**src/rtl/led_arb_pkg.sv**
```systemverilog
// Shared types and defaults for the LED strip arbiter: FSM state encoding,
// default timing constants and a one-hot to index helper.
package led_arb_pkg;

  typedef enum logic [2:0] {
    IDLE  = 3'd0,
    ARB   = 3'd1,
    START = 3'd2,
    SEND  = 3'd3,
    GAP   = 3'd4
  } state_e;

  // 2500 cycles is the 50 us WS2811 latch at 50 MHz.
  localparam int DEF_GAP_CYCLES     = 2500;
  localparam int DEF_TIMEOUT_CYCLES = 1000000;

  function automatic int onehot_to_index(input logic [31:0] onehot);
    int idx;
    idx = 0;
    for (int i = 0; i < 32; i++) begin
      if (((onehot >> i) & 32'd1) != 32'd0) idx = i;
    end
    return idx;
  endfunction

endpackage

```
**src/rtl/led_strip_arbiter_if.sv**
```systemverilog
// Bundle between the frame sources / WS2811 driver and the strip arbiter.
// The arbiter side uses the slave modport; sources and driver use master.
interface led_strip_arbiter_if #(
  parameter int N_REQ = 3,
  parameter int SEL_W = (N_REQ > 1) ? $clog2(N_REQ) : 1
);
  import led_arb_pkg::*;

  // Handshake: a source holds req[i] high (level) until it sees frame_ack[i];
  // the arbiter pulses start_frame for one cycle with grant/sel already
  // stable, and the driver answers with a one-cycle frame_done pulse.
  logic [N_REQ-1:0] req;
  logic             frame_done;
  logic [N_REQ-1:0] grant;
  logic [SEL_W-1:0] sel;
  logic             start_frame;
  logic [N_REQ-1:0] frame_ack;
  logic             busy;
  logic             timeout_err;
  state_e           dbg_state;

  modport master (
    output req, frame_done,
    input  grant, sel, start_frame, frame_ack, busy, timeout_err, dbg_state
  );

  modport slave (
    input  req, frame_done,
    output grant, sel, start_frame, frame_ack, busy, timeout_err, dbg_state
  );

endinterface

```
**src/rtl/led_arb_pick.sv**
```systemverilog
// Combinational winner picker. Fixed priority (index 0 wins) by default;
// define LED_ARB_ROUND_ROBIN_EN to search upward from last_owner+1 instead.
module led_arb_pick
  import led_arb_pkg::*;
#(
  parameter int N_REQ = 3,
  parameter int SEL_W = 2
) (
  input  logic [N_REQ-1:0] req,
  input  logic [SEL_W-1:0] last_owner,
  output logic [N_REQ-1:0] grant_next,
  output logic [SEL_W-1:0] sel_next
);

`ifdef LED_ARB_ROUND_ROBIN_EN
  int start_idx;
  int cand;

  // Walk the search order backwards so the earliest candidate overwrites last.
  always_comb begin
    grant_next = '0;
    cand       = 0;
    start_idx  = (int'(last_owner) + 1) % N_REQ;
    for (int i = N_REQ - 1; i >= 0; i--) begin
      cand = (start_idx + i) % N_REQ;
      if (((req >> cand) & N_REQ'(1)) != '0) grant_next = N_REQ'(1) << cand;
    end
  end
`else
  logic unused_last_owner;
  assign unused_last_owner = ^last_owner;

  always_comb begin
    grant_next = '0;
    for (int i = N_REQ - 1; i >= 0; i--) begin
      if (((req >> i) & N_REQ'(1)) != '0) grant_next = N_REQ'(1) << i;
    end
  end
`endif

  assign sel_next = SEL_W'(onehot_to_index(32'(grant_next)));

endmodule

```
**src/rtl/led_strip_arbiter.sv**
```systemverilog
// Shares one WS2811 array driver between N_REQ frame sources, one frame per
// grant, with a latch gap after each frame. Macro LED_ARB_ROUND_ROBIN_EN.
module led_strip_arbiter
  import led_arb_pkg::*;
#(
  parameter int N_REQ          = 3,
  parameter int GAP_CYCLES     = DEF_GAP_CYCLES,
  parameter int TIMEOUT_CYCLES = DEF_TIMEOUT_CYCLES,
  parameter int SEL_W          = (N_REQ > 1) ? $clog2(N_REQ) : 1
) (
  input  logic               clock,
  input  logic               reset,
  led_strip_arbiter_if.slave bus
);

  localparam int GW = $clog2(GAP_CYCLES) + 1;
  localparam int TW = $clog2(TIMEOUT_CYCLES) + 1;

  state_e           state_q, state_d;
  logic [N_REQ-1:0] grant_q, grant_d;
  logic [N_REQ-1:0] ack_q, ack_d;
  logic [SEL_W-1:0] sel_q, sel_d;
  logic             start_q, start_d;
  logic             busy_q, busy_d;
  logic             terr_q, terr_d;
  logic [GW-1:0]    gap_q, gap_d;
  logic [TW-1:0]    tmo_q, tmo_d;

  logic [N_REQ-1:0] grant_next;
  logic [SEL_W-1:0] sel_next;
  logic [SEL_W-1:0] last_owner;
  logic             any_req;

  assign any_req = |bus.req;

  led_arb_pick #(
    .N_REQ (N_REQ),
    .SEL_W (SEL_W)
  ) u_pick (
    .req        (bus.req),
    .last_owner (last_owner),
    .grant_next (grant_next),
    .sel_next   (sel_next)
  );

`ifdef LED_ARB_ROUND_ROBIN_EN
  logic [SEL_W-1:0] last_owner_q, last_owner_d;

  // Resetting to N_REQ-1 makes the very first search start at index 0.
  always_comb begin
    last_owner_d = last_owner_q;
    if (state_q == ARB && any_req) last_owner_d = sel_next;
  end

  always_ff @(posedge clock) begin
    if (reset) last_owner_q <= SEL_W'(N_REQ - 1);
    else       last_owner_q <= last_owner_d;
  end

  assign last_owner = last_owner_q;
`else
  assign last_owner = SEL_W'(N_REQ - 1);
`endif

  always_comb begin
    state_d = state_q;
    grant_d = grant_q;
    sel_d   = sel_q;
    start_d = 1'b0;
    ack_d   = '0;
    terr_d  = terr_q;
    gap_d   = gap_q;
    tmo_d   = tmo_q;

    unique case (state_q)
      IDLE: begin
        if (any_req) state_d = ARB;
      end
      ARB: begin
        if (any_req) begin
          state_d = START;
          grant_d = grant_next;
          sel_d   = sel_next;
          start_d = 1'b1;
        end else begin
          state_d = IDLE;
        end
      end
      START: begin
        tmo_d   = '0;
        state_d = SEND;
      end
      SEND: begin
        // frame_done wins over a timeout landing in the same cycle.
        if (bus.frame_done) begin
          ack_d   = grant_q;
          gap_d   = GW'(GAP_CYCLES - 1);
          state_d = GAP;
        end else if (tmo_q == TW'(TIMEOUT_CYCLES - 1)) begin
          terr_d  = 1'b1;
          gap_d   = GW'(GAP_CYCLES - 1);
          state_d = GAP;
        end else if (tmo_q != {TW{1'b1}}) begin
          tmo_d = tmo_q + 1'b1;
        end
      end
      GAP: begin
        // grant/sel stay put until the latch gap has fully elapsed.
        if (gap_q == '0) begin
          grant_d = '0;
          sel_d   = '0;
          state_d = any_req ? ARB : IDLE;
        end else begin
          gap_d = gap_q - 1'b1;
        end
      end
      default: state_d = IDLE;
    endcase

    busy_d = (state_d == START) || (state_d == SEND) || (state_d == GAP);
  end

  always_ff @(posedge clock) begin
    if (reset) begin
      state_q <= IDLE;
      grant_q <= '0;
      sel_q   <= '0;
      start_q <= 1'b0;
      ack_q   <= '0;
      busy_q  <= 1'b0;
      terr_q  <= 1'b0;
      gap_q   <= '0;
      tmo_q   <= '0;
    end else begin
      state_q <= state_d;
      grant_q <= grant_d;
      sel_q   <= sel_d;
      start_q <= start_d;
      ack_q   <= ack_d;
      busy_q  <= busy_d;
      terr_q  <= terr_d;
      gap_q   <= gap_d;
      tmo_q   <= tmo_d;
    end
  end

  assign bus.grant       = grant_q;
  assign bus.sel         = sel_q;
  assign bus.start_frame = start_q;
  assign bus.frame_ack   = ack_q;
  assign bus.busy        = busy_q;
  assign bus.timeout_err = terr_q;
  assign bus.dbg_state   = state_q;

endmodule

```
**src/flat_wrapper.sv**
```systemverilog
// flat-port wrapper written by rule: the top's interface ports become plain ports
module led_strip_arbiter_flat import led_arb_pkg::*;
#(
  parameter int N_REQ          = 3,
  parameter int GAP_CYCLES     = DEF_GAP_CYCLES,
  parameter int TIMEOUT_CYCLES = DEF_TIMEOUT_CYCLES,
  parameter int SEL_W          = (N_REQ > 1) ? $clog2(N_REQ) : 1
)
  (clock, reset, bus_req, bus_frame_done, bus_grant, bus_sel, bus_start_frame, bus_frame_ack, bus_busy, bus_timeout_err, bus_dbg_state);
  led_strip_arbiter_if #(.N_REQ(N_REQ), .SEL_W(SEL_W)) bus_i ();
  input  logic clock;
  input  logic reset;
  input wire logic [$bits(bus_i.req)-1:0] bus_req;
  input wire logic [$bits(bus_i.frame_done)-1:0] bus_frame_done;
  output wire logic [$bits(bus_i.grant)-1:0] bus_grant;
  output wire logic [$bits(bus_i.sel)-1:0] bus_sel;
  output wire logic [$bits(bus_i.start_frame)-1:0] bus_start_frame;
  output wire logic [$bits(bus_i.frame_ack)-1:0] bus_frame_ack;
  output wire logic [$bits(bus_i.busy)-1:0] bus_busy;
  output wire logic [$bits(bus_i.timeout_err)-1:0] bus_timeout_err;
  output wire logic [$bits(bus_i.dbg_state)-1:0] bus_dbg_state;
  assign bus_i.req = bus_req;
  assign bus_i.frame_done = bus_frame_done;
  assign bus_grant = bus_i.grant;
  assign bus_sel = bus_i.sel;
  assign bus_start_frame = bus_i.start_frame;
  assign bus_frame_ack = bus_i.frame_ack;
  assign bus_busy = bus_i.busy;
  assign bus_timeout_err = bus_i.timeout_err;
  assign bus_dbg_state = bus_i.dbg_state;
  led_strip_arbiter #(.N_REQ(N_REQ), .GAP_CYCLES(GAP_CYCLES), .TIMEOUT_CYCLES(TIMEOUT_CYCLES), .SEL_W(SEL_W)) u_core (.clock(clock), .reset(reset), .bus(bus_i));
endmodule
```
**config.mk**
```make
export PLATFORM = sky130hd
export DESIGN_NAME = led_strip_arbiter_flat
export DESIGN_NICKNAME = d
export VERILOG_FILES = /design/src/rtl/led_arb_pkg.sv /design/src/rtl/led_strip_arbiter_if.sv /design/src/rtl/led_arb_pick.sv /design/src/rtl/led_strip_arbiter.sv /design/src/flat_wrapper.sv
export SDC_FILE = /design/constraint.sdc
export NUM_CORES = 1
export LEC_CHECK = 0
export CAP_MARGIN = 20
export CELL_PAD_IN_SITES_DETAIL_PLACEMENT = 1
export CELL_PAD_IN_SITES_GLOBAL_PLACEMENT = 2
export CORE_UTILIZATION = 37
export CTS_CLUSTER_SIZE = 25
export DETAILED_ROUTE_END_ITERATION = 10
export GPL_TIMING_DRIVEN = 0
export HOLD_SLACK_MARGIN = 0.15
export PLACE_DENSITY = 0.84
export SLEW_MARGIN = 40
export SYNTH_ARGS = -nofsm -noshare
export SYNTH_HDL_FRONTEND = slang
export SYNTH_SLANG_ARGS = --single-unit
```
**constraint.sdc**
```tcl
create_clock -name clock -period 4.5 [get_ports clock]
set_input_delay 0.675 -clock clock [delete_from_list [all_inputs] [get_ports clock]]
set_output_delay 0.675 -clock clock [all_outputs]
set_load 0.03 [all_outputs]
```
==> results of run 1 <==
[per-layer routing]
metal / vias up / global-route usage / wire (um)
met3: 8 / 0.03448 / 113
met2: 19 / 0.3190 / 2684
met4: 0 / 0.06727 / 85
met1: 998 / 0.2777 / 2914
met5: - / 0 / 0
li1: 1009 / - / -
[area by class of cell]
type,instances,share of cell area
clock buffers,5,0.02639
well taps,72,0.03455
flip-flops and latches,46,0.3532
plain buffers,12,0.02399
inverters,6,0.008637
multi-input cells,197,0.4650
repair buffers,19,0.07294
clock inverters,3,0.01536
[worst max-delay path by stage]
stage	to	slack, ps	depth (start not counted)
final	u_core.tmo_q[7]	1690	9
after global routing	u_core.tmo_q[2]	1450	9
after detailed placement	u_core.tmo_q[19]	1580	7
after global placement	u_core.tmo_q[19]	1590	7
after floorplan	u_core.gap_q[11]	2110	9
after CTS	u_core.gap_q[11]	1690	9
[stage by stage]
step | util | hold WS (ps) | instances | worst slack (ps)
after global placement | 0.4431 | 462.1 | 352 | 1593
after global routing | 0.4650 | 512.5 | 360 | 1450
after detailed placement | 0.4431 | 464.9 | 352 | 1576
after floorplan | - | 442.0 | 261 | 2106
after CTS | 0.4625 | 486.8 | 360 | 1690
final | 0.4650 | 482.3 | 360 | 1695
[logic make-up after synthesis]
kind of cell	count (synthesis)
fa+ha+maj	2
flops	46
simple gates	122
xor+xnor	9
compound gates	64
buf+inv	18
[state kept, by name (all words and copies together) (netlist names)]
signal                  cells
u_core.bus.busy             1
u_core.bus.dbg_state        3
u_core.bus.frame_ack        3
u_core.bus.grant            1
u_core.bus.sel              2
u_core.bus.start_frame      1
u_core.bus.timeout_err      1
u_core.gap_q               13
u_core.tmo_q               21
[worst max-delay path, stage by stage, from the launching register on]
cell and delay [ps]:
dfxtp_1 450, ha_1 280, nand4_1 120, nor4_1 460
nand3_1 180, a21oi_1 210, clkbuf_1 400, buf_2 330
o21ai_0 150, a21oi_1 140
[placed cells by master, fill, tap and decap left out, types with 2 or more instances in the layout]
cell / n
a211oi_1: 2
a21oi_1: 30
a221oi_1: 2
a31oi_1: 2
and2_1: 5
and4_1: 4
buf_4: 2
clkbuf_1: 6
clkbuf_8: 5
clkdlybuf4s50_1: 19
clkinv_2: 2
dfxtp_1: 46
ha_1: 2
inv_1: 6
nand2_1: 19
nand2b_1: 2
nand3_1: 7
nand4_1: 8
nand4b_1: 2
nor2_1: 22
nor2b_1: 2
nor3_1: 4
nor3b_1: 4
nor4_1: 9
o21ai_0: 15
o31ai_1: 4
or2_2: 3
or3_1: 9
or3_2: 7
or4_1: 6
or4b_2: 2
xnor2_1: 6
xor2_1: 3
[power breakdown]
| group | switching, mW | total [mW] | leakage, nW | internal (mW) |
|---|---|---|---|---|
| Combinational | 0.112 | 0.181 | 0.443 | 0.0690 |
| Clock | 0.148 | 0.312 | 0.0579 | 0.164 |
| Sequential | 0.0181 | 0.442 | 0.372 | 0.424 |
| Total | 0.278 | 0.935 | 0.872 | 0.656 |
==> flow_summary_export.csv, run 1 <==
group,metric,value,unit
outcome,status,"finished, final reports clean",
synthesis,postSynthCellCount,261,
timing,hold_viol_final,0,
hold_path,hp-class,"flip-flop to flip-flop",
synthesis,avgSynthCellArea,8.447,um2
floorplanning,initial_core_util,0.3931,
timing,period_minus_slack,2805,ps
layout,nNetsFinal,295,
synthesis,synth_compound_area_frac,0.1771,
route,wl,5798,um
clocking,clock_sinks,46,
timing,finalCritPeriodShare,0.6234,
clocking,postCtsSetupRepairBufs,0,
synthesis,synth_top_family_by_area,"simple AND/OR/NAND/NOR gates",
timing,max_freq,356.5,MHz
floorplanning,die_area,0.006271,mm2
synthesis,synth_most_common_cell,"dfxtp_1",
layout,antennaDiodeCount,0,
timing,slew_viol_final,0,
pwr,powerDensity,358.5,mW/mm2
synthesis,syn_nets,269,
route,dr.pass1.iters,4,
floorplanning,row_count,27,
timing,clock_skew,6.669,ps
setup_path,rr_worst_depth,9,
synthesis,yosys.area_share.simple,0.3195,
synthesis,synth_area,0.002205,mm2
synthesis,async_flop_share,0,
synthesis,synth_edf_count,0,
layout,final_area,0.002608,mm2
run,maxCapViolations,0,
timing,finalSetupViolations,0,
synthesis,synthAdderAreaFrac,0.01135,
route,avgViaCountPerCell,5.650,
synthesis,synth_top_cell_by_area,"dfxtp_1",
placement,dp_hpwl,4251,um
layout,fillCellCount,704,
setup_path,crit_arrival,3030,ps
pwr,total_power,0.9347,mW
synthesis,ys_types,48,
hold_path,hold_end,"u_core.bus.timeout_err",
synthesis,synth_xor_area_frac,0.03575,
hold_path,whs_path_depth,2,
pwr,power_leakage,0.8724,nW
synthesis,yosysSeqAreaShare,0.4177,
timing,fin_setup_tns,0,ps
floorplanning,coreArea,0.005608,mm2
setup_path,endpoint_kind,"flip-flop",
route,drt-initial-drc-count,89,
layout,seqCellArea,920.9,um2
synthesis,synth.area.top_cells,"dfxtp_1 42%, a21oi_1 6.8%, nor2_1 3.7%",
route,antenna_left,0,
setup_path,worst_ep_required_time,4730,ps
clocking,clk_pin_slew,90,ps
layout,multi_input_comb_area,0.001212,mm2
setup_path,startpoint_type,"flip-flop",
global_route,antenna_found_initial,0,
timing,worstMarginPinSlew,579.9,ps
clocking,htree_levels,2,
clocking,cts_root_buffer,"clkbuf_8",
layout,layout-drive-gt1-share,0.1111,
clocking,cts_tree,"done",
timing,maxSlewHeadroom,0.6098,
clocking,clk_path_buf_depth,2,
placement,place_area,0.002485,mm2
route,drc_errors,0,
clocking,ctsResizeCount,0,
setup_path,cp_max_fo,10,
clocking,cts_hold_buffers,0,
placement,portBuffers,19,
synthesis,synth_top_flop_cell,"dfxtp_1",
global_route,grt_max_degree,15,
floorplanning,die_h,79.19,um
route,wire_per_inst,16.11,um
global_route,grt_pass1_vias,1993,
setup_path,r2r-end,"u_core.tmo_q[7]",
synthesis,yosysTopAreaCellShare,0.4177,
pwr,irDropWorstVdd,0.0001340,V
synthesis,yosys_warnings,0,
placement,gp_congestion,0.7509,
setup_path,r2r_slack,1690,ps
clocking,worstSkewPairLatency,300,ps
global_route,grt_first_pass_wirelength,9839,um
layout,syn_to_final_growth,18.27,%
global_route,grt.total_usage,0.2022,
setup_path,startpoint,"u_core.tmo_q[0]",
floorplanning,dieWidth,79.19,um
clocking,cts_made_buffers,5,
synthesis,synth_seq_cells,46,
floorplanning,io_pins,20,
synthesis,synth_common_cells,"46 x dfxtp_1, 30 x a21oi_1, 22 x nor2_1",
global_route,overflow,0,
setup_path,r2r_start,"u_core.tmo_q[0]",
timing,rsz0062_at_grt,"no",
hold_path,min-delay-start,"u_core.bus.timeout_err",
synthesis,synthMuxAreaShare,0,
setup_path,criticalPathCategory,"flip-flop to flip-flop",
route,vias,2034,
Note: power is estimated with default switching activity, not from simulation.
==> inputs of run 2 (changes only) <==
--- a/config.mk
+++ b/config.mk
@@ -8,12 +8,12 @@
 export CAP_MARGIN = 20
 export CELL_PAD_IN_SITES_DETAIL_PLACEMENT = 1
 export CELL_PAD_IN_SITES_GLOBAL_PLACEMENT = 2
-export CORE_UTILIZATION = 37
+export CORE_UTILIZATION = 31
 export CTS_CLUSTER_SIZE = 25
 export DETAILED_ROUTE_END_ITERATION = 10
 export GPL_TIMING_DRIVEN = 0
 export HOLD_SLACK_MARGIN = 0.15
-export PLACE_DENSITY = 0.84
+export PLACE_DENSITY = 0.76
 export SLEW_MARGIN = 40
 export SYNTH_ARGS = -nofsm -noshare
 export SYNTH_HDL_FRONTEND = slang
==> constraint.sdc (replaced) <==
create_clock -name clock -period 2.4 [get_ports clock]
set_input_delay 0.36 -clock clock [delete_from_list [all_inputs] [get_ports clock]]
set_output_delay 0.36 -clock clock [all_outputs]
set_load 0.03 [all_outputs]
==> run 2 against run 1 <==
Effect of this change:
- critical path depth unchanged
- largest cell class unchanged
- sequential cell count is the same
- sequential power up 89%
- non-clock buffer count rose by 13
- final cell count is 10% higher
- count of clock-buffer cells in the layout rose by 1
- critical path type unchanged
- largest power group unchanged
- wire length rose by 7.5%
- die area is 19% higher
- clock power grew 95%
- utilization decreased by 4.6 points
==> flow_summary_export.csv, run 2 (synthesis gave the netlist of run 1 again) <==
group,metric,value,unit
clocking,worstSkewPairLatency,320,ps
layout,largest_reg_flops,21,
route,dr.pass1.iters,4,
setup_path,criticalPathCategory,"flip-flop to flip-flop",
setup_path,crit_arrival,2640,ps
timing,finalCritPeriodShare,0.9967,
route,avgViaCountPerCell,5.270,
pwr,p_int,1.280,mW
pwr,seqPwrFrac,0.453,
setup_path,r2r_start,"u_core.gap_q[1]",
timing,holdWs,490.3,ps
clocking,clock_sinks,46,
timing,period_minus_slack,2392,ps
global_route,grt_pass1_vias,2017,
clocking,cts_root_buffer,"clkbuf_8",
setup_path,startpoint_type,"flip-flop",
layout,final_cell_mix,"41 x dfxtp_1, 30 x a21oi_1, 20 x nor2_1, 19 x nand2_1, 19 x clkdlybuf4s50_1",
global_route,grt_first_pass_wirelength,10040,um
setup_path,worst_ep_required_time,2650,ps
clocking,clk_pin_slew,100,ps
clocking,cts_tree,"done",
timing,slew_viol_final,0,
floorplanning,row_count,30,
route,vias,2092,
setup_path,rr_worst_depth,9,
floorplanning,initial_core_util,0.3227,
placement,gp_congestion,0.7410,
timing,fin_setup_tns,0,ps
global_route,antenna_found_initial,0,
route,drc_errors,0,
layout,nNetsFinal,308,
clocking,cts_hold_buffers,0,
setup_path,r2r_slack,8,ps
layout,syn_to_final_growth,29.85,%
placement,portBuffers,19,
route,antenna_left,0,
floorplanning,dieWidth,86.33,um
pwr,clkPwrFrac,0.329,
layout,regMostFlops,"u_core.tmo_q",
timing,hold_viol_final,0,
pwr,switchingPower,0.5620,mW
pwr,powerDensity,643.4,mW/mm2
layout,utilization,0.4190,
global_route,grt_max_degree,15,
global_route,gr-usage-met3,0.03524,
setup_path,r2r-end,"u_core.gap_q[12]",
hold_path,min-delay-start,"u_core.tmo_q[19]",
floorplanning,die_h,86.33,um
global_route,grt-busiest-layer,"met2",
route,wl,6234,um
outcome,status,"finished, final reports clean",
clocking,cts_made_buffers,5,
layout,antennaDiodeCount,0,
route,drt-initial-drc-count,99,
timing,worstMarginPinSlew,533.6,ps
route,wire_per_inst,15.70,um
global_route,met1_usage,0.2382,
placement,dp_hpwl,4115,um
clocking,clk_path_buf_depth,2,
timing,maxSlewHeadroom,0.6443,
floorplanning,io_pins,20,
setup_path,startpoint,"u_core.gap_q[1]",
pwr,irDropWorstVdd,0.0002199,V
timing,max_freq,418.0,MHz
clocking,htree_levels,2,
global_route,grt.total_usage,0.1759,
floorplanning,die_area,0.007453,mm2
layout,top_regs,"u_core.tmo_q: 21 flops, u_core.gap_q: 13 flops",
hold_path,whs_path_depth,2,
run,maxCapViolations,0,
hold_path,hold_end,"u_core.tmo_q[19]",
timing,finalSetupViolations,0,
timing,rsz0062_at_grt,"yes",
pwr,comb_power_share,0.217,
global_route,use_met2,0.2771,
pwr,netSwitchingFraction,0.3051,
floorplanning,coreArea,0.006832,mm2
layout,layout_commonest_cell,"dfxtp_1",
global_route,overflow,0,
layout,layout-drive-gt1-share,0.2226,
setup_path,endpoint_kind,"flip-flop",
setup_path,cp_max_fo,5,
timing,clock_skew,7.875,ps
hold_path,hp-class,"flip-flop to flip-flop",
pwr,power_leakage,0.9810,nW
[run 2: changes by cell type in the layout (fill, tap and decap cells not counted), sizes merged]
cell	previous run	this run
buf	5	19
clkinv	2	0
clkinvlp	0	1
[run 2: power by group through the flow]
stage               combinational (mW)  sequential (mW)  clock (mW)
floorplan                        0.194            0.870           0
global placement                 0.337            0.846           0
detailed placement               0.336            0.846           0
CTS                              0.377            0.830       0.620
global route                     0.439            0.840       0.656
finish                           0.400            0.835       0.607
[run 2: repair_timing]
action                                  4_1_cts  5_1_grt
buffers inserted                              8        6
gates resized for setup                      18       24
hold endpoints to repair                      0        0
cloned                                        1        0
endpoints found under the setup margin       34       34
pin swaps                                     3       14
[run 2: worst max path at each step]
stage / end / slack [ps] / cells after the start
after global placement: u_core.gap_q[7] / -350 / 9
final: u_core.gap_q[12] / 8 / 9
after detailed placement: u_core.gap_q[11] / -350 / 9
after global routing: u_core.gap_q[12] / -100 / 9
after CTS: u_core.gap_q[12] / 7 / 9
after floorplan: u_core.gap_q[11] / 6 / 9
[run 2: metrics by stage]
stage | setup WS (ps) | power [mW] | cell area, um2 | std cells
detailed placement | -346.9 | 1.183 | 2515 | 376
CTS | 7.494 | 1.827 | 2758 | 392
floorplan | 5.825 | 1.064 | 2205 | 261
global placement | -346.9 | 1.182 | 2515 | 376
global route | -100.8 | 1.935 | 2863 | 397
finish | 7.828 | 1.842 | 2863 | 397
[run 2: cell type report]
class / count / area (um2)
plain buffers: 10 / 62.56
clock buffers: 6 / 72.57
multi-input cells: 197 / 1306
flip-flops and latches: 46 / 927.1
clock inverters: 2 / 37.54
repair buffers: 34 / 314.1
well taps: 96 / 120.1
fillers: 828 / 3969
inverters: 6 / 22.52
[run 2: worst max-delay path, cell delays in order, from the launching register on]
cell and delay, ps:
dfxtp_2 340, inv_2 70, ha_4 130, or3b_4 380, or3_4 360, o41a_1 440
a21oi_4 240, buf_6 160, nor4_1 50, nor3b_1 160
[run 2: routing by layer]
| layer | share of wire | vias up |
|---|---|---|
| met5 | 0 | - |
| met2 | 0.46 | 17 |
| met3 | 0.027 | 7 |
| li1 | - | 1044 |
| met4 | 0.016 | 0 |
| met1 | 0.50 | 1024 |
